`src/rtl/sdram_pattern_tester.sv`:
```
// Avalon-MM traffic generator/checker for the SDRAM controller az_/za_ port:
// writes a pattern over [START_ADDR, END_ADDR], reads it back pipelined and compares.
module sdram_pattern_tester #(
  parameter int unsigned       ADDR_W          = 22,
  parameter int unsigned       DATA_W          = 16,
  parameter int unsigned       BE_W            = DATA_W / 8,
  parameter int unsigned       MAX_OUTSTANDING = 4,
  parameter logic [ADDR_W-1:0] START_ADDR      = '0,
  parameter logic [ADDR_W-1:0] END_ADDR        = '1,
  parameter logic [31:0]       LFSR_SEED       = 32'hACE1_2468
) (
  input  logic              clk,
  input  logic              reset_n,
  input  logic              start,
  input  logic              abort,
  input  logic [1:0]        mode,
  input  logic              loop_en,
  output logic [ADDR_W-1:0] az_addr,
  output logic [BE_W-1:0]   az_be_n,
  output logic [DATA_W-1:0] az_data,
  output logic              az_rd_n,
  output logic              az_wr_n,
  input  logic [DATA_W-1:0] za_data,
  input  logic              za_valid,
  input  logic              za_waitrequest,
  output logic              busy,
  output logic              done,
  output logic              pass,
  output logic              aborted,
  output logic [15:0]       err_count,
  output logic [15:0]       pass_count,
  output logic [ADDR_W-1:0] first_err_addr,
  output logic [DATA_W-1:0] first_err_exp,
  output logic [DATA_W-1:0] first_err_got
);

  typedef enum logic [2:0] {S_IDLE, S_WRITE, S_READ, S_DRAIN, S_DONE} state_t;

  localparam int unsigned PW      = (ADDR_W > DATA_W) ? ADDR_W : DATA_W;
  localparam int unsigned LW      = (DATA_W > 32) ? DATA_W : 32;
  localparam logic [3:0]  MAX_OUT = 4'(MAX_OUTSTANDING);

  function automatic logic [31:0] lfsr_next(input logic [31:0] s);
    return {1'b0, s[31:1]} ^ (s[0] ? 32'h8020_0003 : 32'h0);
  endfunction

  function automatic logic [DATA_W-1:0] pattern(input logic [1:0] m,
                                                input logic [ADDR_W-1:0] a,
                                                input logic [31:0] s);
    logic [PW-1:0]     ext;
    logic [LW-1:0]     sx;
    logic [ADDR_W-1:0] bitpos;
    logic [DATA_W-1:0] w;
    ext    = PW'(a);
    sx     = LW'(s);
    bitpos = a % ADDR_W'(DATA_W);
    case (m)
      2'd0:    w = ext[DATA_W-1:0];
      2'd1:    w = ~ext[DATA_W-1:0];
      2'd2:    w = DATA_W'(1) << bitpos;
      default: w = sx[DATA_W-1:0];
    endcase
    return w;
  endfunction

  state_t            state_q, state_d;
  logic [1:0]        mode_q, mode_d;
  logic [ADDR_W-1:0] addr_q, addr_d, chk_addr_q, chk_addr_d;
  logic [31:0]       wr_lfsr_q, wr_lfsr_d, chk_lfsr_q, chk_lfsr_d;
  logic [3:0]        out_q, out_d;
  logic [DATA_W-1:0] az_data_q, az_data_d;
  logic              az_rd_n_q, az_rd_n_d, az_wr_n_q, az_wr_n_d;
  logic              busy_q, busy_d, done_q, done_d, pass_q, pass_d;
  logic              aborted_q, aborted_d, err_seen_q, err_seen_d;
  logic [15:0]       err_count_q, err_count_d, pass_count_q, pass_count_d;
  logic [ADDR_W-1:0] fe_addr_q, fe_addr_d;
  logic [DATA_W-1:0] fe_exp_q, fe_exp_d, fe_got_q, fe_got_d;

  logic              wr_acc, rd_acc, real_valid, launch;
  logic [ADDR_W-1:0] addr_inc;
  logic [31:0]       wr_lfsr_inc;
  logic [DATA_W-1:0] exp_word;

  always_comb begin
    wr_acc      = !az_wr_n_q && !za_waitrequest;
    rd_acc      = !az_rd_n_q && !za_waitrequest;
    real_valid  = za_valid && (out_q != 4'd0);
    addr_inc    = addr_q + ADDR_W'(1);
    wr_lfsr_inc = lfsr_next(wr_lfsr_q);
    exp_word    = pattern(mode_q, chk_addr_q, chk_lfsr_q);
    launch      = 1'b0;

    state_d      = state_q;
    mode_d       = mode_q;
    addr_d       = addr_q;
    chk_addr_d   = chk_addr_q;
    wr_lfsr_d    = wr_lfsr_q;
    chk_lfsr_d   = chk_lfsr_q;
    out_d        = out_q + 4'(rd_acc) - 4'(real_valid);
    az_data_d    = az_data_q;
    az_rd_n_d    = az_rd_n_q;
    az_wr_n_d    = az_wr_n_q;
    busy_d       = busy_q;
    done_d       = done_q;
    pass_d       = pass_q;
    aborted_d    = aborted_q;
    err_seen_d   = err_seen_q;
    err_count_d  = err_count_q;
    pass_count_d = pass_count_q;
    fe_addr_d    = fe_addr_q;
    fe_exp_d     = fe_exp_q;
    fe_got_d     = fe_got_q;

    // Checker runs in every state so stray read data is counted even when idle.
    if (za_valid) begin
      if (!real_valid) begin
        err_count_d = (err_count_q == 16'hFFFF) ? err_count_q : err_count_q + 16'd1;
      end else begin
        chk_addr_d = chk_addr_q + ADDR_W'(1);
        chk_lfsr_d = lfsr_next(chk_lfsr_q);
        if (za_data != exp_word) begin
          err_count_d = (err_count_q == 16'hFFFF) ? err_count_q : err_count_q + 16'd1;
          if (!err_seen_q) begin
            err_seen_d = 1'b1;
            fe_addr_d  = chk_addr_q;
            fe_exp_d   = exp_word;
            fe_got_d   = za_data;
          end
        end
      end
    end

    case (state_q)
      S_IDLE: if (start) launch = 1'b1;
      S_WRITE: begin
        if (abort) begin
          state_d   = S_DONE;
          az_wr_n_d = 1'b1;
          aborted_d = 1'b1;
          pass_d    = 1'b0;
          done_d    = 1'b1;
          busy_d    = 1'b0;
        end else if (wr_acc) begin
          if (addr_q == END_ADDR) begin
            state_d   = S_READ;
            az_wr_n_d = 1'b1;
            addr_d    = START_ADDR;
            az_rd_n_d = !(out_d < MAX_OUT);
          end else begin
            addr_d    = addr_inc;
            wr_lfsr_d = wr_lfsr_inc;
            az_data_d = pattern(mode_q, addr_inc, wr_lfsr_inc);
          end
        end
      end
      S_READ: begin
        if (abort) begin
          state_d   = S_DRAIN;
          az_rd_n_d = 1'b1;
          aborted_d = 1'b1;
        end else begin
          if (rd_acc) begin
            if (addr_q == END_ADDR) state_d = S_DRAIN;
            else addr_d = addr_inc;
          end
          // A stalled read can only see out_d <= out_q < MAX_OUT, so it stays asserted.
          az_rd_n_d = (state_d != S_READ) || !(out_d < MAX_OUT);
        end
      end
      S_DRAIN: begin
        if (out_q == 4'd0) begin
          state_d = S_DONE;
          done_d  = 1'b1;
          busy_d  = 1'b0;
          pass_d  = (err_count_q == 16'd0) && !aborted_q;
        end
      end
      S_DONE: begin
        if (loop_en && pass_q && !aborted_q) begin
          pass_count_d = pass_count_q + 16'd1;
          launch       = 1'b1;
        end else begin
          state_d = S_IDLE;
        end
      end
      default: state_d = S_IDLE;
    endcase

    if (launch) begin
      state_d     = S_WRITE;
      mode_d      = mode;
      addr_d      = START_ADDR;
      chk_addr_d  = START_ADDR;
      wr_lfsr_d   = LFSR_SEED;
      chk_lfsr_d  = LFSR_SEED;
      az_data_d   = pattern(mode, START_ADDR, LFSR_SEED);
      az_wr_n_d   = 1'b0;
      az_rd_n_d   = 1'b1;
      busy_d      = 1'b1;
      done_d      = 1'b0;
      pass_d      = 1'b0;
      aborted_d   = 1'b0;
      err_seen_d  = 1'b0;
      err_count_d = '0;
      fe_addr_d   = '0;
      fe_exp_d    = '0;
      fe_got_d    = '0;
    end
  end

  always_ff @(posedge clk or negedge reset_n) begin
    if (!reset_n) begin
      state_q      <= S_IDLE;
      mode_q       <= '0;
      addr_q       <= '0;
      chk_addr_q   <= '0;
      wr_lfsr_q    <= '0;
      chk_lfsr_q   <= '0;
      out_q        <= '0;
      az_data_q    <= '0;
      az_rd_n_q    <= 1'b1;
      az_wr_n_q    <= 1'b1;
      busy_q       <= 1'b0;
      done_q       <= 1'b0;
      pass_q       <= 1'b0;
      aborted_q    <= 1'b0;
      err_seen_q   <= 1'b0;
      err_count_q  <= '0;
      pass_count_q <= '0;
      fe_addr_q    <= '0;
      fe_exp_q     <= '0;
      fe_got_q     <= '0;
    end else begin
      state_q      <= state_d;
      mode_q       <= mode_d;
      addr_q       <= addr_d;
      chk_addr_q   <= chk_addr_d;
      wr_lfsr_q    <= wr_lfsr_d;
      chk_lfsr_q   <= chk_lfsr_d;
      out_q        <= out_d;
      az_data_q    <= az_data_d;
      az_rd_n_q    <= az_rd_n_d;
      az_wr_n_q    <= az_wr_n_d;
      busy_q       <= busy_d;
      done_q       <= done_d;
      pass_q       <= pass_d;
      aborted_q    <= aborted_d;
      err_seen_q   <= err_seen_d;
      err_count_q  <= err_count_d;
      pass_count_q <= pass_count_d;
      fe_addr_q    <= fe_addr_d;
      fe_exp_q     <= fe_exp_d;
      fe_got_q     <= fe_got_d;
    end
  end

  assign az_addr        = addr_q;
  assign az_be_n        = '0;
  assign az_data        = az_data_q;
  assign az_rd_n        = az_rd_n_q;
  assign az_wr_n        = az_wr_n_q;
  assign busy           = busy_q;
  assign done           = done_q;
  assign pass           = pass_q;
  assign aborted        = aborted_q;
  assign err_count      = err_count_q;
  assign pass_count     = pass_count_q;
  assign first_err_addr = fe_addr_q;
  assign first_err_exp  = fe_exp_q;
  assign first_err_got  = fe_got_q;

endmodule
```
`config.mk`:
```
export PLATFORM = sky130hd
export DESIGN_NAME = sdram_pattern_tester
export DESIGN_NICKNAME = d
export VERILOG_FILES = /design/src/rtl/sdram_pattern_tester.sv
export SDC_FILE = /design/constraint.sdc
export NUM_CORES = 1
export LEC_CHECK = 0
export ABC_CLOCK_PERIOD_IN_PS = 3060
export BUFFER_PORTS_ARGS = -buffer_cell sky130_fd_sc_hd__buf_2
export CAP_MARGIN = 10
export CORE_ASPECT_RATIO = 0.6
export CORE_UTILIZATION = 53
export DETAILED_ROUTE_END_ITERATION = 7
export GPL_TIMING_DRIVEN = 0
export PLACE_DENSITY_LB_ADDON = 0.1
export REMOVE_ABC_BUFFERS = 1
export SYNTH_ARGS = -nofsm -noshare
export SYNTH_HDL_FRONTEND = slang
export SYNTH_SLANG_ARGS = --single-unit
```
`constraint.sdc`:
```
create_clock -name clk -period 3.06 [get_ports clk]
set_input_delay 0.306 -clock clk [delete_from_list [all_inputs] [get_ports clk]]
set_output_delay 0.306 -clock clk [all_outputs]
set_load 0.02 [all_outputs]
```
# After elaboration in Yosys (flattened, before gate mapping)
# Cells that the tools add are included.
[word_totals]
out_inout_bits = 132
mem_bits_ro = 0
mem_bits_rw = 0
latchBits = 0
memories = 0
regBits = 226
[op_classes]
div_mod_pow = 0
n_eq_ne = 28
n_lt_le_gt_ge = 1
mux = 92
n_bitwise = 4
n_shift = 2
mul = 0
add_sub_neg = 6
reduce_logical = 42
[ops]
columns = ["op", "count"]
rows = [
  ["2-to-1 mux 22 bit", 15],
  ["2-to-1 mux 16 bit", 20],
  ["2-to-1 mux 32 bit", 10],
  ["case mux 16 bit (3 select lines)", 3],
  ["XOR 31 x 32 -> 32 bit", 2],
  ["adder 22 x 1 -> 22 bit (second input constant)", 2],
  ["case mux 22 bit (2 select lines)", 1],
  ["2-to-1 mux 3 bit", 11],
  ["adder 16 x 1 -> 16 bit (second input constant)", 2],
  ["inverter 16 bit", 2],
  ["left shift 1 x 4 -> 16 bit (first input constant)", 2],
  ["!= test 3 bit (second input constant)", 9],
  ["2-to-1 mux 1 bit", 26],
  ["== test 22 bit (second input constant)", 1],
  ["== test 16 bit (second input constant)", 1],
  ["zero test 16 bit", 1],
  ["!= test 16 bit", 1],
  ["case mux 3 bit (5 select lines)", 1],
  ["nonzero test 2 bit", 7],
  ["AND reduction 4 bit", 3],
  ["nonzero test 3 bit", 4],
  ["case mux 1 bit (2 select lines)", 5],
  ["AND reduction 3 bit", 3],
  ["!= test 4 bit (second input constant)", 2],
  ["other kinds (23)", 41],
]

# Longest topological paths before layout
# Gate-level depths: netlist of the first run.
[logic_depth]
word_depth = 11
mapped_depth = 16

# Worst setup path before layout of the first run
# OpenSTA, ideal clock, no wires.
[synth_path]
kind = "register to register"
startpoint = "reg out_q[2]"
endpoint = "reg az_rd_n_q, in the netlist az_rd_n"
path_buffers = 3
path_slack_ps = 52
t_arrival_ps = 2922
path_stages_with_launch = 16
period_less_slack_ps = 3008
setup_ps = 86
cell_sequence = "dfrtp_1 > inv_1 > ha_1 > nor3b_1 > nand2b_1 > clkbuf_1 > inv_1 > clkbuf_1 > clkbuf_1 > ha_1 > inv_1 > ha_1 > fa_1 > xor2_1 > a211oi_1 > a21oi_1"
[synth_between]
elab_chain_cells = 10
[synth_rtl]
columns = ["element", "line", "rtl"]
rows = [
  ["start, declared", "70", "logic [3:0] out_q, out_d;"],
  ["start signal, assigned", "240", "out_q <= out_d;"],
  ["parallel branches: the longest is 2 deep, another holds adder 4 x 1 -> 4 bit", "--", ""],
  ["subtractor 4 x 1 -> 4 bit (*)", "99", "out_d = out_q + 4'(rd_acc) - 4'(real_valid);"],
  ["via out_d[2]", "70", ""],
  ["< comparator 4 x 3 -> 1 bit (*)", "148, 167", ""],
  ["zero test 1 bit (*)", "148, 167", ""],
  ["2-to-1 mux 1 bit", "144", "if (addr_q == END_ADDR) begin"],
  ["2-to-1 mux 1 bit", "143", "end else if (wr_acc) begin"],
  ["2-to-1 mux 1 bit", "136", "if (abort) begin"],
  ["case mux 1 bit (2 select lines) (*)", "133", "case (state_q)"],
  ["2-to-1 mux 1 bit (*)", "189", "if (launch) begin"],
  ["end signal, assigned", "242", "az_rd_n_q <= az_rd_n_d;"],
  ["end, declared", "72", "logic az_rd_n_q, az_rd_n_d, az_wr_n_q, az_wr_n_d;"],
]
# Mark *: on every way through the listed nets, which the timed path passes. The select of a mux whose other input is x is not followed.
# A chain may end at the register's enable or synchronous reset.

# Worst setup path in the final report of the first run
[layout_path]
startpoint = "reg mode_q[0]"
endpoint = "reg fe_exp_q[1], in the netlist first_err_exp[1]"
[layout_between]
elab_chain_cells = 7
[layout_rtl]
columns = ["element", "line", "rtl"]
rows = [
  ["start, declared", "67", "logic [1:0] mode_q, mode_d;"],
  ["start signal, assigned", "235", "mode_q <= mode_d;"],
  ["== test 2 bit, or another cell as far along", "57", "case (m)"],
  ["case mux 16 bit (3 select lines) (*)", "57", ""],
  ["2-to-1 mux 16 bit", "123", "if (!err_seen_q) begin"],
  ["2-to-1 mux 16 bit", "121", "if (za_data != exp_word) begin"],
  ["2-to-1 mux 16 bit", "116", "if (!real_valid) begin"],
  ["2-to-1 mux 16 bit", "115", "if (za_valid) begin"],
  ["2-to-1 mux 16 bit", "189", ""],
  ["end signal, assigned", "252", "fe_exp_q <= fe_exp_d;"],
  ["end, declared", "77", "logic [DATA_W-1:0] fe_exp_q, fe_exp_d, fe_got_q, fe_got_d;"],
]
# Every way passes the cells marked *; elsewhere a longest branch is shown, timed or not. The select of a mux whose other input is x is not followed.

==> out/summary.log, run 1 <==
qor: status.run_status complete, no violations
qor: final_layout.area_overhead_vs_synth 23.5%
qor: setup_path.crit_required 3460 ps
qor: power_and_ir_drop.comb_power_share 44.6%
qor: routing.detail_route.wl_per_cell 18.3 um
qor: cts.clkLatencyLatePin 520 ps
qor: floorplanning.io-pin-count 157
qor: final_layout.layout.cells.most_common sky130_fd_sc_hd__dfrtp_1
qor: routing.met2RoutedLength 12900 um
qor: power_and_ir_drop.swShare 39.8%
qor: power_and_ir_drop.pwr-share-clk 22.0%
qor: global_route.number_of_antenna_violations_at_the_first_check_in_global_routing 0
qor: setup_path.timing.setup.critical_path_class reg -> reg
qor: yosys.yosysSeqAreaShare 48.2%
qor: floorplanning.initial_core_util 54.9%
qor: routing.route.detailed.drc 0
qor: min_path.whs_endpoint first_err_got[10]$_DFFE_PN0P_
qor: global_route.first_global_vias 9030
qor: sta.final.period_utilization 98.0%
qor: routing.detailroute.wirelength.met3 2750 um
qor: routing.antenna_left 0
qor: yosys.synth_flop_cell sky130_fd_sc_hd__dfrtp_1
qor: global_route.final_global_route_overflow_total 0
qor: yosys.post_synth_inst_count 1301
qor: floorplanning.core_area 0.0214 mm2
qor: routing.wirelength 32100 um
qor: yosys.synth.distinct_cells 70
qor: cts.tritoncts built
qor: sta.slew_violations 0
qor: setup_path.arrival_time_at_the_worst_endpoint 3400 ps
qor: floorplanning.dieArea 0.0228 mm2
qor: global_route.grt_start_max_net_pins 122
qor: yosys.post_synth_instance_area 0.0117 mm2
qor: sta.final_count_of_negative_setup_slack_endpoints 0
qor: sta.slew-limit-headroom 44.5%
qor: min_path.worst_hold_path_type in -> reg
qor: power_and_ir_drop.p_leak 0.00669 uW
qor: routing.detail_route.first_pass.iterations 5
qor: final_layout.antennaDiodeCount 0
qor: sta.worst_clock_skew 20.0 ps
qor: power_and_ir_drop.switchingPower 5190 uW
qor: sta.timing_worst_slew_pin_value 828 ps
qor: final_layout.commonest_cells_after_routing_fill_and_taps_aside sky130_fd_sc_hd__dfrtp_1 (217), sky130_fd_sc_hd__nand2_1 (203), sky130_fd_sc_hd__buf_2 (153)
qor: flow_run.max_cap_viol_count 0
qor: setup_path.critPathLaunchType flip-flop
qor: floorplanning.placementRows 41
qor: yosys.number_of_synthesized_register_bits 226
qor: sta.min_period 3000 ps
qor: final_layout.finalNetCount 1505
qor: power_and_ir_drop.vdd_ir_drop_max 0.000473 V
qor: setup_path.crit_path_max_fanout 25
qor: global_route.first_pass_grt_wire_length 49700 um
qor: placed_design.place.gp.congestion 0.805
qor: placed_design.detailedPlacementHpwl 19200 um
qor: cts.clk_transition_reported_paths 70 ps
qor: cts.ctsHtreeMaxLevel 1
qor: sta.fin_setup_tns 0 ps
qor: setup_path.regToRegEndpoint first_err_exp[1]$_DFFE_PN0P_
qor: floorplanning.die_y 117 um
qor: power_and_ir_drop.pwr_density_cell 898 mW/mm2
qor: routing.detail_route.vias_per_cell 5.78
qor: min_path.hold_depth 3
qor: routing.routed.top_layer met4
qor: sta.grt_setup_unrepaired true
qor: placed_design.place_worst_setup_slack -1150 ps
qor: sta.max_freq 333 MHz
qor: power_and_ir_drop.p_seq_share 33.4%
qor: cts.numCtsBuffers 22
qor: setup_path.timing.reg2reg.setup_slack 60 ps
qor: placed_design.placed_cell_area 0.0128 mm2
qor: yosys.yosys_warnings 0
qor: cts.root_buffer sky130_fd_sc_hd__clkbuf_16
qor: global_route.overall_global_routing_resource_usage 27.0%
qor: routing.wl_on_met1 16100 um
qor: sta.final-hold-violation-count 0
qor: routing.detailroute.via_count 10134
qor: yosys.syn_avg_cell_area 9.03 um2
qor: placed_design.port-buffer-count 154
qor: yosys.asyncSetResetFlopFracSynth 100%
qor: setup_path.r2r_cells 12
qor: setup_path.reg2reg_from mode_q[0]$_DFFE_PN0P_
qor: final_layout.postLayoutCellArea 0.0145 mm2
qor: routing.first_iter_violations 734
qor: min_path.timing.hold.worst.start za_data[10]
qor: power_and_ir_drop.cell_internal_pwr 7840 uW
qor: sta.setup_slack 61.4 ps
qor: yosys.synth_edf_count 0
qor: cts.cts-root-to-sink-buffers 3
qor: floorplanning.die_w 194 um
qor: cts.numClockSinks 226
qor: final_layout.fillers 1744
qor: final_layout.final_layout_size_suffix_gt1_share 22.1%
qor: setup_path.timing.critical_path.to_type flip-flop
synth_stat cells, types with 3 or more instances:
cell                       count  area, um2
sky130_fd_sc_hd__buf_4         5       37.5
sky130_fd_sc_hd__nor3b_1       4       30.0
sky130_fd_sc_hd__nor4bb_1      6       60.1
sky130_fd_sc_hd__nor3_1       29        145
sky130_fd_sc_hd__and3_1       16        100
sky130_fd_sc_hd__a211oi_1     11       82.6
sky130_fd_sc_hd__a22o_1       11       96.3
sky130_fd_sc_hd__a21bo_2       3       30.0
sky130_fd_sc_hd__xor2_1       46        403
sky130_fd_sc_hd__nor2_1      106        398
sky130_fd_sc_hd__inv_1        37        139
sky130_fd_sc_hd__dfrtp_1     224       5610
sky130_fd_sc_hd__and2_1       17        106
sky130_fd_sc_hd__o21ai_0      75        375
sky130_fd_sc_hd__a21bo_1       4       40.0
sky130_fd_sc_hd__buf_6         4       45.0
sky130_fd_sc_hd__buf_2        15       75.1
sky130_fd_sc_hd__o211ai_1      9       67.6
sky130_fd_sc_hd__nand4_1      14       87.6
sky130_fd_sc_hd__nor2b_1      10       62.6
sky130_fd_sc_hd__nor4b_1       4       35.0
sky130_fd_sc_hd__clkbuf_1     51        191
sky130_fd_sc_hd__a31oi_1      11       68.8
sky130_fd_sc_hd__nand4b_1      3       26.3
sky130_fd_sc_hd__xnor2_1      54        473
sky130_fd_sc_hd__a21oi_1      48        240
sky130_fd_sc_hd__ha_1         21        263
sky130_fd_sc_hd__a221o_1       3       30.0
sky130_fd_sc_hd__nor4_1        5       31.3
sky130_fd_sc_hd__buf_1        17       63.8
sky130_fd_sc_hd__o21ai_1      13       65.1
sky130_fd_sc_hd__mux2i_1      17        170
sky130_fd_sc_hd__or3_1         9       56.3
sky130_fd_sc_hd__or4_1         5       37.5
sky130_fd_sc_hd__nand3_1     106        531
sky130_fd_sc_hd__a21boi_0      5       37.5
sky130_fd_sc_hd__a31o_1        4       35.0
sky130_fd_sc_hd__nand2b_1     11       68.8
sky130_fd_sc_hd__nand2_1     204        766
sky130_fd_sc_hd__nand3b_1      4       30.0
sky130_fd_sc_hd__o31ai_1      15        113
sky130_fd_sc_hd__o22ai_1       8       50.1
power by group through the flow:
| stage | sequential, uW | clock (uW) | combinational [uW] |
|---|---|---|---|
| 2_1_floorplan | 4890 | 0 | 2580 |
| 4_1_cts | 4370 | 2910 | 5230 |
| 5_1_grt | 4450 | 3030 | 6320 |
| 6_report | 4350 | 2860 | 5810 |
| 3_5_place_dp | 4560 | 0 | 4500 |
| 3_3_place_gp | 4650 | 0 | 4140 |
area by class of cell:
cell class | instances | area (um2) | area share (%)
Clock buffer | 37 | 728 | 5.02
Clock inverter | 2 | 35.0 | 0.241
Inverter | 38 | 153 | 1.05
Multi-Input combinational cell | 951 | 5960 | 41.1
Timing Repair inverter | 2 | 10.0 | 0.0690
Tap cell | 279 | 349 | 2.41
Sequential cell | 226 | 5670 | 39.1
Timing Repair Buffer | 217 | 1600 | 11.0
registers in the layout, indices dropped and copies added, names as in the netlist, 2 cells and up:
signal          count
chk_lfsr_q         32
wr_lfsr_q          32
az_addr            22
chk_addr_q         22
first_err_addr     22
az_data            16
err_count          16
first_err_exp      16
first_err_got      16
pass_count         16
out_q               4
state_q             3
mode_q              2
per-layer routing:
metal / vias to the layer above / track usage (%)
li1: 4788 / -
met5: - / 0
met1: 4954 / 44.1
met3: 34 / 6.15
met2: 358 / 36.0
met4: 0 / 4.27
worst max-delay path, cell delays in order (launching register included):
cell	delay, ps
sky130_fd_sc_hd__dfrtp_4	530
sky130_fd_sc_hd__buf_16	190
sky130_fd_sc_hd__nor4b_4	260
sky130_fd_sc_hd__o22ai_2	140
sky130_fd_sc_hd__xnor2_1	180
sky130_fd_sc_hd__or4_4	600
sky130_fd_sc_hd__nor2_4	170
sky130_fd_sc_hd__a211oi_4	100
sky130_fd_sc_hd__buf_12	170
sky130_fd_sc_hd__buf_16	140
sky130_fd_sc_hd__buf_4	140
sky130_fd_sc_hd__mux2i_1	100
sky130_fd_sc_hd__and2_1	160
stage by stage:
step | hold slack, ps | instances | util [%] | total power [uW]
after floorplan | 10.4 | 1210 | - | 7470
after global placement | 451 | 1643 | 58.2 | 8790
after detailed placement | 414 | 1656 | 59.6 | 9050
after CTS | 42.4 | 1726 | 65.5 | 12500
after global routing | 67.2 | 1752 | 67.8 | 13800
final | 56.8 | 1752 | 67.8 | 13000
cells by family (layout without fill, tap and decap cells):
kind of cell             after synthesis  in the layout  share of synthesized area [%]
adder cells (fa/ha/maj)               22             22                           2.41
XOR/XNOR                             100            100                           7.46
flip-flops                           226            226                           48.2
buffers and inverters                130            296                           4.73
other                                  1              2                         0.0319
AND/OR/NAND/NOR                      562            564                           22.6
multiplexers                          18             18                           1.54
AO/OA/AOI/OAI                        242            245                           13.0
how the worst max path moves through the flow:
stage / startpoint / to / slack [ps] / cells after the start
4_1_cts: chk_addr_q[0]$_DFFE_PN0P_ / first_err_exp[12]$_DFFE_PN0P_ / -3 / 13
5_1_grt: mode_q[0]$_DFFE_PN0P_ / first_err_exp[12]$_DFFE_PN0P_ / -50 / 12
3_5_place_dp: mode_q[1]$_DFFE_PN0P_ / first_err_exp[12]$_DFFE_PN0P_ / -1150 / 11
2_1_floorplan: start / az_addr[12]$_DFFE_PN0P_ / -6330 / 3
3_3_place_gp: start / az_addr[19]$_DFFE_PN0P_ / -13240 / 6
6_report: mode_q[0]$_DFFE_PN0P_ / first_err_exp[1]$_DFFE_PN0P_ / 60 / 12
what timing repair did:
item | in CTS | in global routing
resized for setup | 41 | 34
buffers inserted | 24 | 19
hold buffers | 1 | 0
endpoints found under the setup margin | 154 | 75
cloned | 6 | 7
hold endpoints to repair | 103 | 0
pin swaps | 10 | 13
(Power assumes the default switching activity.)
==> run 2, diff against run 1 <==
Settings changed: BUFFER_PORTS_ARGS -buffer_cell sky130_fd_sc_hd__buf_2 to unset, CORE_UTILIZATION 53 to 55, DONT_BUFFER_PORTS set to 1.
==> out/summary.log, run 2 (synthesis results as in run 1) <==
qor: setup_path.crit_path_max_fanout 7
qor: routing.wirelength 32100 um
qor: sta.worst_clock_skew 21.7 ps
qor: global_route.number_of_antenna_violations_at_the_first_check_in_global_routing 0
qor: placed_design.port-buffer-count 0
qor: routing.detailroute.via_count 9698
qor: cts.clk_transition_reported_paths 60 ps
qor: cts.hold_buffers 19
qor: power_and_ir_drop.vdd_ir_drop_max 0.000484 V
qor: setup_path.worst_stage_delay_on_the_critical_path 560 ps
qor: global_route.grt_start_max_net_pins 227
qor: sta.slew-limit-headroom 44.2%
qor: final_layout.area_overhead_vs_synth 17.0%
qor: floorplanning.initial_core_util 57.4%
qor: sta.timing_worst_slew_pin_value 832 ps
qor: min_path.worst_hold_path_type in -> async
qor: floorplanning.die_y 115 um
qor: cts.tritoncts built
qor: status.run_status finished with violations
qor: floorplanning.core_area 0.0205 mm2
qor: sta.slew_violations 0
qor: cts.ctsHtreeMaxLevel 1
qor: final_layout.finalCoreUtilization 67.1%
qor: floorplanning.placementRows 40
qor: setup_path.timing.critical_path.to_type flip-flop
qor: placed_design.place.gp.congestion 0.811
qor: setup_path.crit_required 3510 ps
qor: floorplanning.io-pin-count 157
qor: global_route.first_global_vias 9010
qor: power_and_ir_drop.pwr_density_cell 913 mW/mm2
qor: cts.cts-root-to-sink-buffers 3
qor: sta.final_count_of_negative_setup_slack_endpoints 0
qor: cts.clkLatencyLatePin 520 ps
qor: routing.antenna_left 0
qor: cts.root_buffer sky130_fd_sc_hd__clkbuf_16
qor: setup_path.arrival_time_at_the_worst_endpoint 3460 ps
qor: sta.final.period_utilization 98.5%
qor: sta.fin_worst_hold_slack -512 ps
qor: setup_path.crit_path_cell_trace buf_16 -> a21bo_1 -> o22ai_4 -> xnor2_1 -> or4_4 -> or3_4 -> o21a_4 -> a31oi_1 -> a41o_1
qor: global_route.final_global_route_overflow_total 0
qor: routing.detail_route.wl_per_cell 20.0 um
qor: status.violations negative hold slack
qor: routing.detail_route.first_pass.iterations 6
qor: global_route.overall_global_routing_resource_usage 28.5%
qor: flow_run.max_cap_viol_count 0
qor: global_route.first_pass_grt_wire_length 49600 um
qor: final_layout.fillers 1627
qor: routing.detail_route.vias_per_cell 6.07
qor: final_layout.largestRegisters chk_lfsr_q x32, wr_lfsr_q x32
qor: final_layout.antennaDiodeCount 0
qor: setup_path.timing.setup.critical_path_class reg -> reg
qor: floorplanning.die_w 191 um
qor: placed_design.detailedPlacementHpwl 18800 um
qor: final_layout.commonest_cells_after_routing_fill_and_taps_aside sky130_fd_sc_hd__dfrtp_1 (216), sky130_fd_sc_hd__nand2_1 (203), sky130_fd_sc_hd__nand3_1 (105)
qor: power_and_ir_drop.p_leak 0.00592 uW
qor: setup_path.critical-path-slowest-cell sky130_fd_sc_hd__dfrtp_4
qor: final_layout.finalNetCount 1356
qor: cts.numCtsBuffers 23
qor: routing.first_iter_violations 774
qor: setup_path.critPathLaunchType flip-flop
qor: sta.max_freq 332 MHz
qor: floorplanning.dieArea 0.0220 mm2
qor: final_layout.layout.cells.most_common sky130_fd_sc_hd__dfrtp_1
qor: routing.route.detailed.drc 0
qor: final_layout.final_layout_size_suffix_gt1_share 12.4%
qor: sta.grt_setup_unrepaired true
qor: sta.min_period 3010 ps
qor: cts.numClockSinks 226
qor: sta.final-hold-violation-count 226
==> run 2: where the power goes <==
group	internal, uW	switching [uW]
combinational	2060	2750
sequential	3760	1150
clock	1630	1210
==> run 2: repair_timing <==
| item | 4_1_cts | 5_1_grt |
|---|---|---|
| setup buffers | 23 | 11 |
| pin swaps | 9 | 10 |
| resized for setup | 41 | 33 |
| hold endpoints to repair | 245 | 226 |
| setup endpoints to repair | 166 | 85 |
| cloned | 8 | 4 |
==> run 2: routing by layer <==
metal	GRT usage (%)	part of all wire (%)	up-vias	wire [um]
met5	0	0	-	0
met2	38.8	40	414	12800
met1	45.0	48	4747	15400
met4	5.01	1.6	0	511
li1	-	-	4495	-
met3	7.72	10	42	3320
==> run 2: path summary, 6_finish.rpt <==
kind	from	to	slack, ps	depth (start not counted)
max	mode_q[0]$_DFFE_PN0P_	err_count[10]$_DFFE_PN0P_	50	9
max in group asynchronous	reset_n	mode_q[0]$_DFFE_PN0P_	2990	0
max reg2reg	mode_q[0]$_DFFE_PN0P_	err_count[10]$_DFFE_PN0P_	50	9
min	reset_n	first_err_exp[9]$_DFFE_PN0P_	-510	0
min in group clk	mode[0]	az_data[0]$_DFFE_PN0P_	30	2
min reg2reg	wr_lfsr_q[25]$_DFFE_PN0P_	wr_lfsr_q[24]$_DFFE_PN0P_	450	2
==> run 2: cell type report <==
class	count	area, um2	share of cell area, %
Multi-Input combinational cell	951	5920	43.1
Sequential cell	226	5670	41.3
Timing Repair Buffer	67	896	6.52
Clock buffer	34	677	4.93
Tap cell	273	342	2.49
Inverter	38	150	1.09
Clock inverter	8	75.1	0.546
Timing Repair inverter	2	10.0	0.0728
==> run 2: metrics by stage <==
stage                     cells  cell area [um2]  worst slack [ps]  TNS (ps)  power, uW
final                      1599            13700              46.0         0      12500
after detailed placement   1497            12000             -1200    -94310       8740
after global routing       1599            13700             -67.2      -399      13300
after global placement     1483            11700            -12910  -1182680       8120
after CTS                  1588            13400              2.84         0      12100
after floorplan            1210            11300             -6330   -562610       7470
==> run 2: critical path, delay by kind of cell, from the launching register on <==
family | cells | cell delay [ps]
simple gates | 2 | 990
compound gates | 5 | 1100
xor+xnor | 1 | 110
flops | 1 | 560
buf+inv | 1 | 180
==> run 3, diff against run 2 <==
Settings changed: ABC_CLOCK_PERIOD_IN_PS 3060 to 2700, CORE_MARGIN set to 2.
Clock period 3.06 ns to 2.7 ns, I/O delays scaled along.
==> out/summary.log, run 3 (synthesis results as in run 1) <==
qor: global_route.final_global_route_overflow_total 0
qor: setup_path.timing.reg2reg.setup_slack -290 ps
qor: final_layout.layout.cells.non_filler 1664
qor: floorplanning.dieArea 0.0226 mm2
qor: power_and_ir_drop.cell_internal_pwr 9180 uW
qor: setup_path.reg2reg_from mode_q[0]$_DFFE_PN0P_
qor: power_and_ir_drop.p_leak 0.00643 uW
qor: setup_path.arrival_time_at_the_worst_endpoint 3390 ps
qor: routing.wirelength 35800 um
qor: setup_path.timing.critical_path.to_type flip-flop
qor: sta.final-hold-violation-count 226
qor: status.violations negative hold slack, negative setup slack
qor: sta.setup_slack -288 ps
qor: setup_path.crit_required 3100 ps
qor: final_layout.area_overhead_vs_synth 29.5%
qor: final_layout.finalCoreUtilization 72.5%
qor: routing.detail_route.first_pass.iterations 5
qor: power_and_ir_drop.finalPower 15600 uW
qor: final_layout.final_layout_size_suffix_gt1_share 23.5%
qor: global_route.first_pass_grt_wire_length 52100 um
qor: cts.root_buffer sky130_fd_sc_hd__clkbuf_16
qor: sta.fin_worst_hold_slack -550 ps
qor: routing.first_iter_violations 930
qor: placed_design.detailedPlacementHpwl 19100 um
qor: final_layout.largestRegisters chk_lfsr_q x32, wr_lfsr_q x32
qor: cts.hold_buffers 21
qor: setup_path.startpoint mode_q[0]$_DFFE_PN0P_
qor: sta.max_freq 335 MHz
qor: routing.detail_route.vias_per_cell 6.20
qor: routing.detail_route.wl_per_cell 21.5 um
qor: power_and_ir_drop.pwr-share-clk 19.2%
qor: cts.numClockSinks 226
qor: cts.clk_transition_reported_paths 70 ps
qor: floorplanning.placementRows 41
qor: routing.detailroute.via_count 10313
qor: setup_path.crit_path_max_fanout 13
qor: floorplanning.die_w 193 um
qor: floorplanning.initial_core_util 56.0%
qor: min_path.worst_hold_path_type in -> async
qor: global_route.first_global_vias 9185
qor: sta.fin_setup_tns -12840 ps
qor: global_route.number_of_antenna_violations_at_the_first_check_in_global_routing 1
qor: placed_design.port-buffer-count 0
qor: flow_run.max_cap_viol_count 0
qor: cts.clkLatencyLatePin 510 ps
qor: global_route.grt_start_max_net_pins 227
qor: power_and_ir_drop.switchingPower 6410 uW
qor: final_layout.layout.cells.most_common sky130_fd_sc_hd__dfrtp_1
qor: final_layout.commonest_cells_after_routing_fill_and_taps_aside sky130_fd_sc_hd__dfrtp_1 (214), sky130_fd_sc_hd__nand2_1 (201), sky130_fd_sc_hd__nor2_1 (98)
qor: sta.final.period_utilization 111%
qor: placed_design.numPlacedInstances 1505
qor: setup_path.timing.setup.critical_path_class reg -> reg
qor: floorplanning.die_y 117 um
qor: power_and_ir_drop.p_seq_share 36.0%
qor: routing.antenna_left 0
qor: cts.cts-root-to-sink-buffers 3
qor: sta.grt_setup_unrepaired true
qor: cts.numCtsBuffers 23
qor: sta.final_count_of_negative_setup_slack_endpoints 72
qor: power_and_ir_drop.comb_power_share 44.9%
qor: setup_path.regToRegEndpoint first_err_exp[5]$_DFFE_PN0P_
qor: routing.route.detailed.drc 0
qor: sta.worst_clock_skew 12.7 ps
qor: floorplanning.core_area 0.0210 mm2
qor: floorplanning.io-pin-count 157
qor: setup_path.critPathLaunchType flip-flop
qor: setup_path.r2r_cells 12
qor: power_and_ir_drop.pwr_density_cell 1030 mW/mm2
qor: cts.tritoncts built
qor: cts.ctsHtreeMaxLevel 1
qor: sta.slew_violations 0
qor: sta.slew-limit-headroom 42.7%
qor: global_route.overall_global_routing_resource_usage 29.5%
qor: placed_design.place.gp.congestion 0.796
qor: power_and_ir_drop.vdd_ir_drop_max 0.000741 V
qor: final_layout.antennaDiodeCount 0
qor: sta.min_period 2990 ps
qor: sta.timing_worst_slew_pin_value 854 ps
qor: final_layout.finalNetCount 1418
qor: power_and_ir_drop.swShare 41.1%
qor: final_layout.fillers 1453
qor: status.run_status finished with violations
run 3: changes by cell type in the layout (fill, tap and decap cells not counted), sizes merged:
cell	previous run	this run
buf	42	96
nand2b	12	11
inv	38	36
and2	17	18
dlygate4sd3	19	21
bufbuf	2	0
bufinv	1	0
clkinv	5	4
clkbuf	38	46
a211oi	12	13
run 3: what timing repair did:
item                       in CTS  in global routing
setup endpoints to repair     185                131
cloned                         16                 12
hold endpoints to repair      248                226
pin swaps                      45                 54
buffers inserted               46                 30
resized for setup             141                144
run 3: power groups by stage:
stage | Sequential (uW) | Combinational [uW] | Clock [uW]
global placement | 5830 | 3230 | 0
CTS | 5560 | 5800 | 3010
detailed placement | 5780 | 4160 | 0
finish | 5610 | 7000 | 2990
global route | 5720 | 7510 | 3160
floorplan | 5460 | 2880 | 0
run 3: area by class of cell:
cell class              instances  area, um2  area share [%]
multi-input cells             952       6590            43.3
flip-flops and latches        226       5680            37.3
repair buffers                128       1760            11.6
clock buffers                  35        651            4.28
well taps                     279        349            2.30
inverters                      38        150           0.987
clock inverters                 4       20.0           0.132
repair inverters                2       10.0          0.0658
run 3: worst max path at each step:
stage	endpoint	slack, ps	cells past startpoint
4_1_cts	first_err_exp[5]$_DFFE_PN0P_	-260	14
3_5_place_dp	first_err_exp[5]$_DFFE_PN0P_	-1360	10
6_report	first_err_exp[5]$_DFFE_PN0P_	-290	12
5_1_grt	err_count[3]$_DFFE_PN0P_	-410	8
2_1_floorplan	az_addr[12]$_DFFE_PN0P_	-6650	3
3_3_place_gp	az_addr[19]$_DFFE_PN0P_	-13560	5
run 3: through the flow:
step	setup WS (ps)	cell area, um2	hold WS (ps)
after global routing	-411	15200	-568
final	-288	15200	-550
after global placement	-13560	11700	-21.3
after CTS	-257	14200	-555
after detailed placement	-1360	12100	-20.5
after floorplan	-6650	11300	-25.6
run 3: routing by layer:
metal  up-vias  track usage (%)  routed length [um]
li1       4630                -                   -
met1      5172             46.3               16400
met2       467             40.7               15200
met3        42             7.99                3720
met4         2             4.73                 444
met5         -                0                  13
run 3: worst max-delay path: stages, from the launching register on:
cell and delay, ps:
sky130_fd_sc_hd__dfrtp_4 530, sky130_fd_sc_hd__buf_16 180, sky130_fd_sc_hd__xnor2_1 340, sky130_fd_sc_hd__a22o_1 300
sky130_fd_sc_hd__xor2_1 220, sky130_fd_sc_hd__nand3_2 150, sky130_fd_sc_hd__nor4_4 320, sky130_fd_sc_hd__a211oi_4 130
sky130_fd_sc_hd__buf_6 170, sky130_fd_sc_hd__buf_12 150, sky130_fd_sc_hd__buf_16 150, sky130_fd_sc_hd__mux2i_1 110
sky130_fd_sc_hd__and2_1 130
